===== src/rtl/bus_fabric.sv =====
// bus_fabric: system-bus interconnect between the CPU data port and NSLV
// memory-mapped slaves. Decodes each access against per-slave base/mask
// windows, registers the request toward the selected slave, waits on that
// slave's ready with a watchdog, and returns registered read data plus a
// one-cycle completion/error pulse.
//
// Ports:
//   clk, rstn            clock, synchronous active-low reset
//   m_addr/m_wdata       master address and write data
//   m_rd/m_we            master read request / byte write enables (write wins)
//   m_rdata/m_ready/m_err registered read data, completion pulse, error pulse
//   s_sel                registered one-hot slave select
//   s_addr/s_wdata       registered address / write data to all slaves
//   s_rd/s_we            registered read strobe / byte enables (qualified by s_sel)
//   s_rdata/s_ready      flattened slave read data / per-slave ready
//   err_addr/err_cnt     address of latest errored access, saturating error count
module bus_fabric #(
    parameter int unsigned          NSLV     = 16,
    parameter int unsigned          AW       = 32,
    parameter int unsigned          DW       = 32,
    parameter logic [NSLV*AW-1:0]   SLV_BASE = '0,
    parameter logic [NSLV*AW-1:0]   SLV_MASK = '0,
    parameter int unsigned          TIMEOUT  = 15,
    parameter int unsigned          ECW      = 8
) (
    input  logic                 clk,
    input  logic                 rstn,
    input  logic [AW-1:0]        m_addr,
    input  logic [DW-1:0]        m_wdata,
    input  logic                 m_rd,
    input  logic [DW/8-1:0]      m_we,
    output logic [DW-1:0]        m_rdata,
    output logic                 m_ready,
    output logic                 m_err,
    output logic [NSLV-1:0]      s_sel,
    output logic [AW-1:0]        s_addr,
    output logic [DW-1:0]        s_wdata,
    output logic                 s_rd,
    output logic [DW/8-1:0]      s_we,
    input  logic [NSLV*DW-1:0]   s_rdata,
    input  logic [NSLV-1:0]      s_ready,
    output logic [AW-1:0]        err_addr,
    output logic [ECW-1:0]       err_cnt
);

    localparam int unsigned SW = (NSLV > 1) ? $clog2(NSLV) : 1;
    localparam int unsigned CW = (TIMEOUT > 0) ? $clog2(TIMEOUT + 1) : 1;
    localparam logic [CW-1:0] CNT_LAST = (TIMEOUT > 0) ? CW'(TIMEOUT - 1) : '0;

    typedef enum logic [1:0] {
        IDLE   = 2'd0,
        ACCESS = 2'd1,
        RESP   = 2'd2
    } state_t;

    state_t          state;
    logic [CW-1:0]   cnt;
    logic [SW-1:0]   sel_idx;

    logic            req_c;
    logic            is_write_c;
    logic            hit_c;
    logic [SW-1:0]   hit_idx_c;
    logic [NSLV-1:0] hit_oh_c;
    logic            sel_ready_c;
    logic [DW-1:0]   sel_rdata_c;
    logic [ECW-1:0]  err_cnt_inc_c;

    assign is_write_c = |m_we;
    assign req_c      = m_rd | is_write_c;

    // Address decode; scanning from the top lets the lowest-index hit win.
    always_comb begin
        hit_c     = 1'b0;
        hit_idx_c = '0;
        hit_oh_c  = '0;
        for (int i = NSLV - 1; i >= 0; i--) begin
            if ((m_addr & SLV_MASK[i*AW +: AW]) ==
                (SLV_BASE[i*AW +: AW] & SLV_MASK[i*AW +: AW])) begin
                hit_c       = 1'b1;
                hit_idx_c   = SW'(i);
                hit_oh_c    = '0;
                hit_oh_c[i] = 1'b1;
            end
        end
    end

    // Only the selected slave's handshake and data are observed.
    assign sel_ready_c = s_ready[sel_idx];
    assign sel_rdata_c = s_rdata[sel_idx*DW +: DW];

    assign err_cnt_inc_c = (&err_cnt) ? err_cnt : err_cnt + ECW'(1);

    // Access sequencer: IDLE samples, ACCESS waits on ready/watchdog, RESP pulses.
    always_ff @(posedge clk) begin
        if (!rstn) begin
            state    <= IDLE;
            cnt      <= '0;
            sel_idx  <= '0;
            m_rdata  <= '0;
            m_ready  <= 1'b0;
            m_err    <= 1'b0;
            s_sel    <= '0;
            s_addr   <= '0;
            s_wdata  <= '0;
            s_rd     <= 1'b0;
            s_we     <= '0;
            err_addr <= '0;
            err_cnt  <= '0;
        end else begin
            m_ready <= 1'b0;
            m_err   <= 1'b0;
            case (state)
                IDLE: begin
                    if (req_c) begin
                        if (hit_c) begin
                            s_sel   <= hit_oh_c;
                            sel_idx <= hit_idx_c;
                            s_addr  <= m_addr;
                            s_wdata <= m_wdata;
                            s_we    <= m_we;
                            s_rd    <= ~is_write_c;
                            cnt     <= '0;
                            state   <= ACCESS;
                        end else begin
                            err_addr <= m_addr;
                            if (!is_write_c) m_rdata <= '1;
                            m_ready  <= 1'b1;
                            m_err    <= 1'b1;
                            err_cnt  <= err_cnt_inc_c;
                            state    <= RESP;
                        end
                    end
                end
                ACCESS: begin
                    // Ready is checked first so a same-cycle timeout loses.
                    if (sel_ready_c) begin
                        if (s_rd) m_rdata <= sel_rdata_c;
                        m_ready <= 1'b1;
                        s_sel   <= '0;
                        s_rd    <= 1'b0;
                        s_we    <= '0;
                        state   <= RESP;
                    end else if ((TIMEOUT != 0) && (cnt == CNT_LAST)) begin
                        err_addr <= s_addr;
                        if (s_rd) m_rdata <= '1;
                        m_ready  <= 1'b1;
                        m_err    <= 1'b1;
                        err_cnt  <= err_cnt_inc_c;
                        s_sel    <= '0;
                        s_rd     <= 1'b0;
                        s_we     <= '0;
                        state    <= RESP;
                    end else if (TIMEOUT != 0) begin
                        cnt <= cnt + CW'(1);
                    end
                end
                RESP: begin
                    // Turnaround cycle: the request is not sampled here.
                    state <= IDLE;
                end
                default: begin
                    state <= IDLE;
                end
            endcase
        end
    end

endmodule

===== config.mk =====
export PLATFORM = sky130hd
export DESIGN_NAME = bus_fabric
export DESIGN_NICKNAME = d
export VERILOG_FILES = /design/src/rtl/bus_fabric.sv
export SDC_FILE = /design/constraint.sdc
export NUM_CORES = 1
export LEC_CHECK = 0
export CAP_MARGIN = 20
export CORE_AREA = 2 2 295 297
export CTS_CLUSTER_SIZE = 12
export DETAILED_ROUTE_END_ITERATION = 8
export DIE_AREA = 0 0 297 299
export DONT_BUFFER_PORTS = 1
export PLACE_DENSITY = 0.3
export SLEW_MARGIN = 0
export SYNTH_ARGS = -nofsm -noshare
export SYNTH_HDL_FRONTEND = slang
export SYNTH_SLANG_ARGS = --single-unit

===== constraint.sdc =====
create_clock -name clk -period 2.9 [get_ports clk]
set_input_delay 0.435 -clock clk [delete_from_list [all_inputs] [get_ports clk]]
set_output_delay 0.435 -clock clk [all_outputs]
set_load 0.02 [all_outputs]

Yosys cells after proc, flatten, opt, wreduce, memory -nomap -nowiden. Cells that the tools add are included.

Register bits: 165. Bits of input ports: 599. Output and inout port bits: 159. Word-level logic and storage cells: 68.

$add $sub $neg: 2. Eq/ne operators: 8. Muxes and demuxes: 26. Bitwise gates (word level): 6. Reduce and logical (&&, ||, !) cells: 14.

Operators by type and width (number): 32-bit two-way mux (4); 16-bit two-way mux (3); 16-bit one-hot mux with 2 select lines (1); 4-bit two-way mux (6); 4-bit one-hot mux with 2 select lines (2); 4-bit AND reduction (3); 2-bit inequality test (second input constant) (5); 8-bit by 1-bit adder with 8-bit output (second input constant) (1); 8-bit AND reduction (1); 2-bit two-way mux (3); 2-bit AND reduction (3); 3-bit AND reduction (2); 1-bit two-way mux (5); 1-bit NOT (5); 4-bit by 1-bit adder with 4-bit output (second input constant) (1); 4-bit equality test (second input constant) (1); 2-bit one-hot mux with 2 select lines (1); 2-bit nonzero test (2); 4-bit OR reduction (1); 3-bit inequality test (second input constant) (1); 3-bit OR reduction (1); 2-bit by 1-bit equality test with 1-bit output (second input constant) (1); 2-bit logical NOT (1); 1-bit one-hot mux with 2 select lines (1); 1-bit OR (1).

Logic depth before layout (Yosys ltp). Gate-level depths: netlist of the first run.

Depth after elaboration: 4. Depth in mapped cells: 8.

Least setup slack after synthesis of the first run. No wires, ideal clock.

Path type: reg2reg. Start: register cnt[0]. End: register m_rdata[22]. Library setup time: 119 ps. Data arrival time: 1676 ps. Setup slack: 1105 ps. Cell stages (with the launch flop): 9. Buffers on the path: 2. Clock period less this slack: 1795 ps. Path through: dfxtp_1 > inv_1 > ha_1 > a31oi_2 > nor2_1 > and2_1 > clkbuf_1 > buf_2 > o221a_2.

Word-level cells in the longest chain between the ends: 3.

RTL lines: start: declaration (RTL line 57) `logic [CW-1:0] cnt;`; start signal: assignment (RTL line 155) `cnt <= cnt + CW'(1);`; 4-bit equality test * (RTL line 144) `end else if ((TIMEOUT != 0) && (cnt == CNT_LAST)) begin`; 2-bit inequality test (no line) / 2-bit nonzero test (equally long branches); 4-bit AND reduction (no line) *; end signal: assignment (RTL line 138) `if (s_rd) m_rdata <= sel_rdata_c;`; end: declaration (RTL line 32) `output logic [DW-1:0] m_rdata,`.

Every way passes the cells marked *; elsewhere a longest branch is shown, timed or not. A chain may end at the register's enable or synchronous reset.

Final worst setup path of the first run.
Start: register state[1]. End: register s_wdata[29].

Word-level cells in the longest chain between the ends: 2.

RTL lines: start: declaration (RTL line 56) `state_t state;`; start signal: assignment (RTL line 97) `state <= IDLE;`; start signal: assignment (RTL line 124) `state <= ACCESS;`; start signal: assignment (RTL line 131) `state <= RESP;`; 2-bit logical NOT (RTL line 113) `case (state)`; 2-bit AND reduction (no line); end signal: assignment (RTL line 120) `s_wdata <= m_wdata;`; end: declaration (RTL line 37) `output logic [DW-1:0] s_wdata,`.

No other way between the ends.

==> results of run 1 <==
Yosys cell counts, drive strengths merged (2+ instances only):
cell    instances  share of area
a211oi          2         0.0027
a21boi          2         0.0027
a21oi         103          0.098
and2            2         0.0022
and3            2         0.0022
buf            37          0.052
clkbuf         25          0.017
dfxtp         150           0.53
ha              3         0.0067
inv             3         0.0020
mux2i           4         0.0071
nand2         207           0.14
nand2b          3         0.0033
nand3           4         0.0036
nand4           3         0.0033
nor2           13         0.0091
nor3            6         0.0062
nor3b           4         0.0053
nor4            2         0.0033
o211ai          2         0.0027
o21a            2         0.0027
o21ai           9         0.0087
o221a          32          0.064
sequential cells by signal (all words and copies together) (netlist names):
register and flops:
cnt 4, err_addr 32, err_cnt 8, m_err 1, m_rdata 32, m_ready 1
s_addr 32, s_rd 1, s_sel 1, s_wdata 32, s_we 4, state 2
kinds of logic after synthesis:
family / after synthesis / share of synthesized area
adder cells (fa/ha/maj): 3 / 0.00668
XOR/XNOR: 2 / 0.00312
AO/OA/AOI/OAI: 156 / 0.189
AND/OR/NAND/NOR: 251 / 0.189
buffers and inverters: 65 / 0.0706
multiplexers: 4 / 0.00712
other: 1 / 0.000667
flip-flops: 150 / 0.534
stage by stage:
stage / power (uW) / hold slack (ns) / instance area [um2] / util / setup slack, ns
CTS: 5150 / 0.00817 / 7450 / 0.0867 / 0.613
global placement: 2780 / 0.540 / 6880 / 0.0800 / 0.530
detailed placement: 2780 / 0.526 / 6880 / 0.0800 / 0.548
global route: 5250 / 0.0251 / 7450 / 0.0867 / 0.495
finish: 4990 / 0.0623 / 7450 / 0.0867 / 0.696
floorplan: 2620 / 0.497 / 5670 / - / 1.10
per-layer routing:
metal  routed length, um  vias up
met2               12000      209
met1               10800     2034
li1                    -     2091
met3                3020       26
met4                 955        2
met5                  13        -
power by group through the flow:
stage          Clock (uW)  Combinational, uW  Sequential, uW
2_1_floorplan           0                284            2340
3_3_place_gp            0                340            2440
3_5_place_dp            0                340            2440
4_1_cts              2420                342            2390
5_1_grt              2490                367            2390
6_report             2300                321            2370
worst max path at each step:
stage / start / endpoint / depth (start not counted) / slack [ns]
after floorplan: cnt[0] / m_rdata[22] / 8 / 1.10
after global placement: m_we[2] / s_wdata[29] / 5 / 0.53
after detailed placement: m_we[2] / s_wdata[29] / 5 / 0.55
after CTS: state[1] / s_wdata[29] / 5 / 0.61
after global routing: state[1] / s_wdata[29] / 5 / 0.50
final: state[1] / s_wdata[29] / 5 / 0.70
placed cells by master (no fill, tap or decap), types with 3 or more instances in the layout:
| cell | count |
|---|---|
| a21oi_1 | 93 |
| a21oi_2 | 10 |
| buf_4 | 11 |
| clkbuf_16 | 17 |
| clkinvlp_4 | 3 |
| conb_1 | 15 |
| dfxtp_1 | 150 |
| ha_1 | 3 |
| inv_6 | 6 |
| mux2i_1 | 4 |
| nand2_1 | 197 |
| nand2_2 | 10 |
| nand2b_1 | 3 |
| nand3_1 | 4 |
| nand4_1 | 3 |
| nor2_1 | 12 |
| nor3_1 | 5 |
| nor3b_1 | 4 |
| o21ai_0 | 8 |
| o221a_2 | 31 |
worst max-delay path, delay by kind of cell, from the launching register on:
kind                   cells  cell delay (ns)
buffers and inverters      1             0.27
and+or+nand+nor            2             0.58
AOI/OAI and AO/OA          2             0.76
DFF                        1             0.41
area by class of cell:
class,count,area [um2],area share
flip-flops and latches,150,3000,0.403
multi-input cells,431,2290,0.308
well taps,1155,1450,0.194
clock buffers,18,429,0.0576
clock inverters,14,141,0.0190
repair buffers,13,123,0.0164
inverters,3,13.8,0.00185
diodes,2,5.00,0.000671
==> results.md, run 1 <==
* Post-synth cell types at 44
* Netlist Area Pre-Place at approximately 5600 um2
* Grt met3 use at 0.0362
* Global-route wire length before repair at about 36 mm
* Status: complete, no violations
* Die X at 297 um
* DRC at 0
* Vias in the first global route at ~4,300
* Gr usage total at 0.0609
* Post-Route Setup TNS at 0 ns
* Die area at between 80,000 and 90,000 um2
* Clock-pin slew on the worst setup and hold paths at 0.07 ns
* RSZ-0062 raised after global routing: no
* Register area share after synthesis at 0.534
* GRT overflow at 0
* Initial antenna violation count at 3
* Hold depth at 2
* Placed insts at about 1,800
* Vias per cell at between 2 and 2.5
* Least-Margin Pin Slew at roughly 0.75 ns
* Pleak at 0.00229 uW
* Critical path, cell by cell: nor2_1, o21a_4, buf_12, nand2_1, a21oi_2
* DR vias at 4,362
* Internal power at ~3400 uW
* Net Sw Power at ~1600 uW
* Final min period at 2.20 ns
* Hold Path Class: primary input to flop
* Clk_lat worst skew at 0.49 ns
* Initial DRC Count at between 200 and 300
* Worst vdd ir at about 0.00046 V
* Yosys reg bits at 150
* Hold Path Origin: m_we[2]
* Final Slew Violations at 0
* Fillers at ~10,000
* Largest net degree at the start of global routing at 55
* Startpoint types: flop
* Req. time, crit path at roughly 3.3 ns
* Tcrit/Tclk final at 0.760
* Syn avg cell area at 8.90 um2
* Grt peak-use layer: met2
* Ys async rst share at 0
* CTS max path bufs at 2
* Achievable frequency at roughly 450 MHz
* Switch share at 0.312
* Chip Height at ~300 um
* Crit Path Category: flop to flop
* Clock share of power at 0.460
* H-tree levels at 4
* Final wirelength at 26.8 mm
* Flop2flop setup slack at between 0.6 and 0.7 ns
* Clock Sinks at 150
* CTS tree: yes
* RR Endpoint: s_wdata[29]
* CP peak stage delay at 0.56 ns
* Part of the power in registers at 0.475
* Hold Buf Count CTS at 0
* Final Hold Fails at 0
* Rows at between 100 and 150
* Clock buffer count from CTS at 17
* Mapped Cells at 632
* IO Port Bufs at 0
* Slew HR at 0.498
* Critical path capture point type: flop
* Setup violators final at 0
* Nets@finish at 1,218
* Ratio of cells with drive above 1 in the final layout at 0.164
* Crit path DAT at 2.63 ns
* EDFF count, synth at 0
* CP max stage cell: o21a_4
* Ys flop type: dfxtp_1
* Worst hold endpoint: s_we[2]
* Met1 Resource Use GR at 0.0659
* Gpl congestion at about 0.70
* Clock Skews at between 0.008 and 0.009 ns
* Detail Placement HPWL at around 21 mm
* Max-cap violations at 0
* Core ar. at 85,900 um2
* Number of top-level pins at 758
* GR Layer Usage met2 at 0.0928
* Total setup buffers inserted after CTS at 0
* Syn. warnings at 0
* Reg2reg start: state[1]
* Post-route insts no fill at between 1,500 and 2,000
* R2R depth at 5
* Comb power frac at 0.064
* Initial core utilization at 0.0654
* Post-route antenna net violation count at 0
* CTS resizes at 0
* Area grow syn2layout at 32.6%
* First-pass detailed-route iteration total at 6
* CTS root buffer: clkbuf_16
* Worst-path fanout max at 40
* PD cells at approximately 670 nW/um2
* Routed WL per cell at about 15 um
Note: power is estimated with default switching activity, not from simulation.
==> run 2, diff against run 1 <==
==> constraint.sdc (replaced) <==
create_clock -name clk -period 2.2 [get_ports clk]
set_input_delay 0.33 -clock clk [delete_from_list [all_inputs] [get_ports clk]]
set_output_delay 0.33 -clock clk [all_outputs]
set_load 0.02 [all_outputs]
==> results.md, run 2 (same netlist as run 1, synthesis figures left out) <==
* Status: complete, no violations (unchanged)
* Routed WL per cell at 14.3 um (was 15.0 um)
* Total setup buffers inserted after CTS at 0 (unchanged)
* Achievable frequency at 526 MHz (was 454 MHz)
* H-tree levels at 4 (unchanged)
* GRT overflow at 0 (unchanged)
* PD cells at 834 nW/um2 (was 670 nW/um2)
* Vias in the first global route at 4,598 (was 4,297)
* N_diodes at 0 (was 2)
* Critical path capture point type: flop (unchanged)
* Final min period at 1.90 ns (was 2.20 ns)
* Initial antenna violation count at 13 (was 3)
* CTS root buffer: clkbuf_16 (unchanged)
* Clock buffer count from CTS at 17 (unchanged)
* Slew HR at 0.619 (was 0.498)
* Final Slew Violations at 0 (unchanged)
* Number of top-level pins at 758 (unchanged)
* Critical path, cell by cell: or3b_1, nor2_4, buf_4, nand2_1, a21oi_1 (was nor2_1, o21a_4, buf_12, nand2_1, a21oi_2)
* WP buf/inv at 1 (unchanged)
* Initial core utilization at 0.0654 (unchanged)
* Core ar. at 85,900 um2 (unchanged)
* Crit path from: state[0] (was state[1])
* Clock Sinks at 150 (unchanged)
* RSZ-0062 raised after global routing: no (unchanged)
* Gpl congestion at 0.709 (was 0.699)
* Least-Margin Pin Slew at 0.571 ns (was 0.753 ns)
* Clk_lat worst skew at 0.48 ns (was 0.49 ns)
* IO Port Bufs at 0 (unchanged)
* CP peak stage delay at 0.53 ns (was 0.56 ns)
* Most common cell after layout, fill and taps aside: nand2_1 (unchanged)
* Hold Buf Count CTS at 97 (was 0)
* Gr usage total at 0.0607 (was 0.0609)
* Crit Path Category: flop to flop (unchanged)
* Clock-pin slew on the worst setup and hold paths at 0.06 ns (was 0.07 ns)
* First-pass detailed-route iteration total at 4 (was 6)
* Ratio of cells with drive above 1 in the final layout at 0.144 (was 0.164)
* Post-route insts no fill at 1,883 (was 1,786)
* CTS resizes at 0 (unchanged)
* Nets@finish at 1,317 (was 1,218)
* CTS max path bufs at 2 (unchanged)
* Worst vdd ir at 0.000598 V (was 0.000464 V)
* CTS tree: yes (unchanged)
* Startpoint types: flop (unchanged)
* Chip Height at 299 um (unchanged)
* Crit path DAT at 2.30 ns (was 2.63 ns)
* Tcrit/Tclk final at 0.864 (was 0.760)
* Die X at 297 um (unchanged)
* Global-route wire length before repair at 36.7 mm (was 35.8 mm)
* Setup violators final at 0 (unchanged)
* Reg2reg start: state[0] (was state[1])
* Vias per cell at 2.50 (was 2.44)
* Worst-path fanout max at 16 (was 40)
* DR vias at 4,700 (was 4,362)
* Placed insts at 1,754 (was 1,752)
* Die area at 88,800 um2 (unchanged)
* Final core occ at 0.100 (was 0.0867)
* Largest net degree at the start of global routing at 74 (was 55)
* Initial DRC Count at 226 (was 281)
* Most frequent cells in the layout: 197 x nand2_1, 150 x dfxtp_1, 96 x dlygate4sd3_1 (was 197 x nand2_1, 150 x dfxtp_1, 93 x a21oi_1)
* Final Hold Fails at 0 (unchanged)
* Post-Route Setup TNS at 0 ns (unchanged)
* Post-route antenna net violation count at 0 (unchanged)
* Detail Placement HPWL at 20.5 mm (was 20.7 mm)
* DRC at 0 (unchanged)
* Clock Skews at 0.0106 ns (was 0.00832 ns)
* CP max stage cell: or3b_1 (was o21a_4)
* Final wirelength at 26.9 mm (was 26.8 mm)
* Pleak at 0.00278 uW (was 0.00229 uW)
* Max-cap violations at 0 (unchanged)
* Area grow syn2layout at 52.9% (was 32.6%)
* Req. time, crit path at 2.60 ns (was 3.33 ns)
* Hold Path Origin: m_wdata[25] (was m_we[2])
* Hold Path Class: primary input to flop (unchanged)
* Crit path max-delay family: simple AND/OR/NAND/NOR gates (was compound AO/OA/AOI/OAI gates)
* Rows at 108 (unchanged)
-- run 2: final cells by class --
cell class	count	area, um2
Fill cell	10004	77300
Sequential cell	150	3000
Multi-Input combinational cell	431	2290
Tap cell	1155	1450
Timing Repair Buffer	112	1170
Clock buffer	20	447
Clock inverter	12	224
Inverter	3	13.8
-- run 2: path summary, 6_finish.rpt --
kind / end / slack [ns] / cells after the start
setup / recovery: err_addr[28] / 0.30 / 5
hold / removal: s_wdata[25] / 0.07 / 2
setup reg to reg: err_addr[28] / 0.30 / 5
hold reg to reg: cnt[1] / 0.55 / 2
-- run 2: power breakdown --
part	total (uW)	internal (uW)	leakage, uW	switching, uW
Combinational	600	241	0.00123	359
Sequential	3100	2830	0.00122	271
Clock	3470	2160	0.000325	1310
Total	7170	5230	0.00278	1940
-- run 2: stage by stage --
stage          area (um2)  power, uW  setup slack, ns  hold slack, ns
6_report             8600       7170            0.300          0.0747
5_1_grt              8600       7520            0.138          0.0517
3_5_place_dp         6940       3610            0.255           0.457
4_1_cts              8600       7370            0.230          0.0586
2_1_floorplan        5670       3460            0.405           0.439
3_3_place_gp         6940       3600            0.243           0.457
-- run 2: metal layers --
layer	GRT usage	wire length [um]	vias to the layer above
met1	0.0683	11200	2146
met4	0.0245	696	6
met5	0	35	-
met3	0.0348	2780	47
li1	-	-	2284
met2	0.0943	12200	217
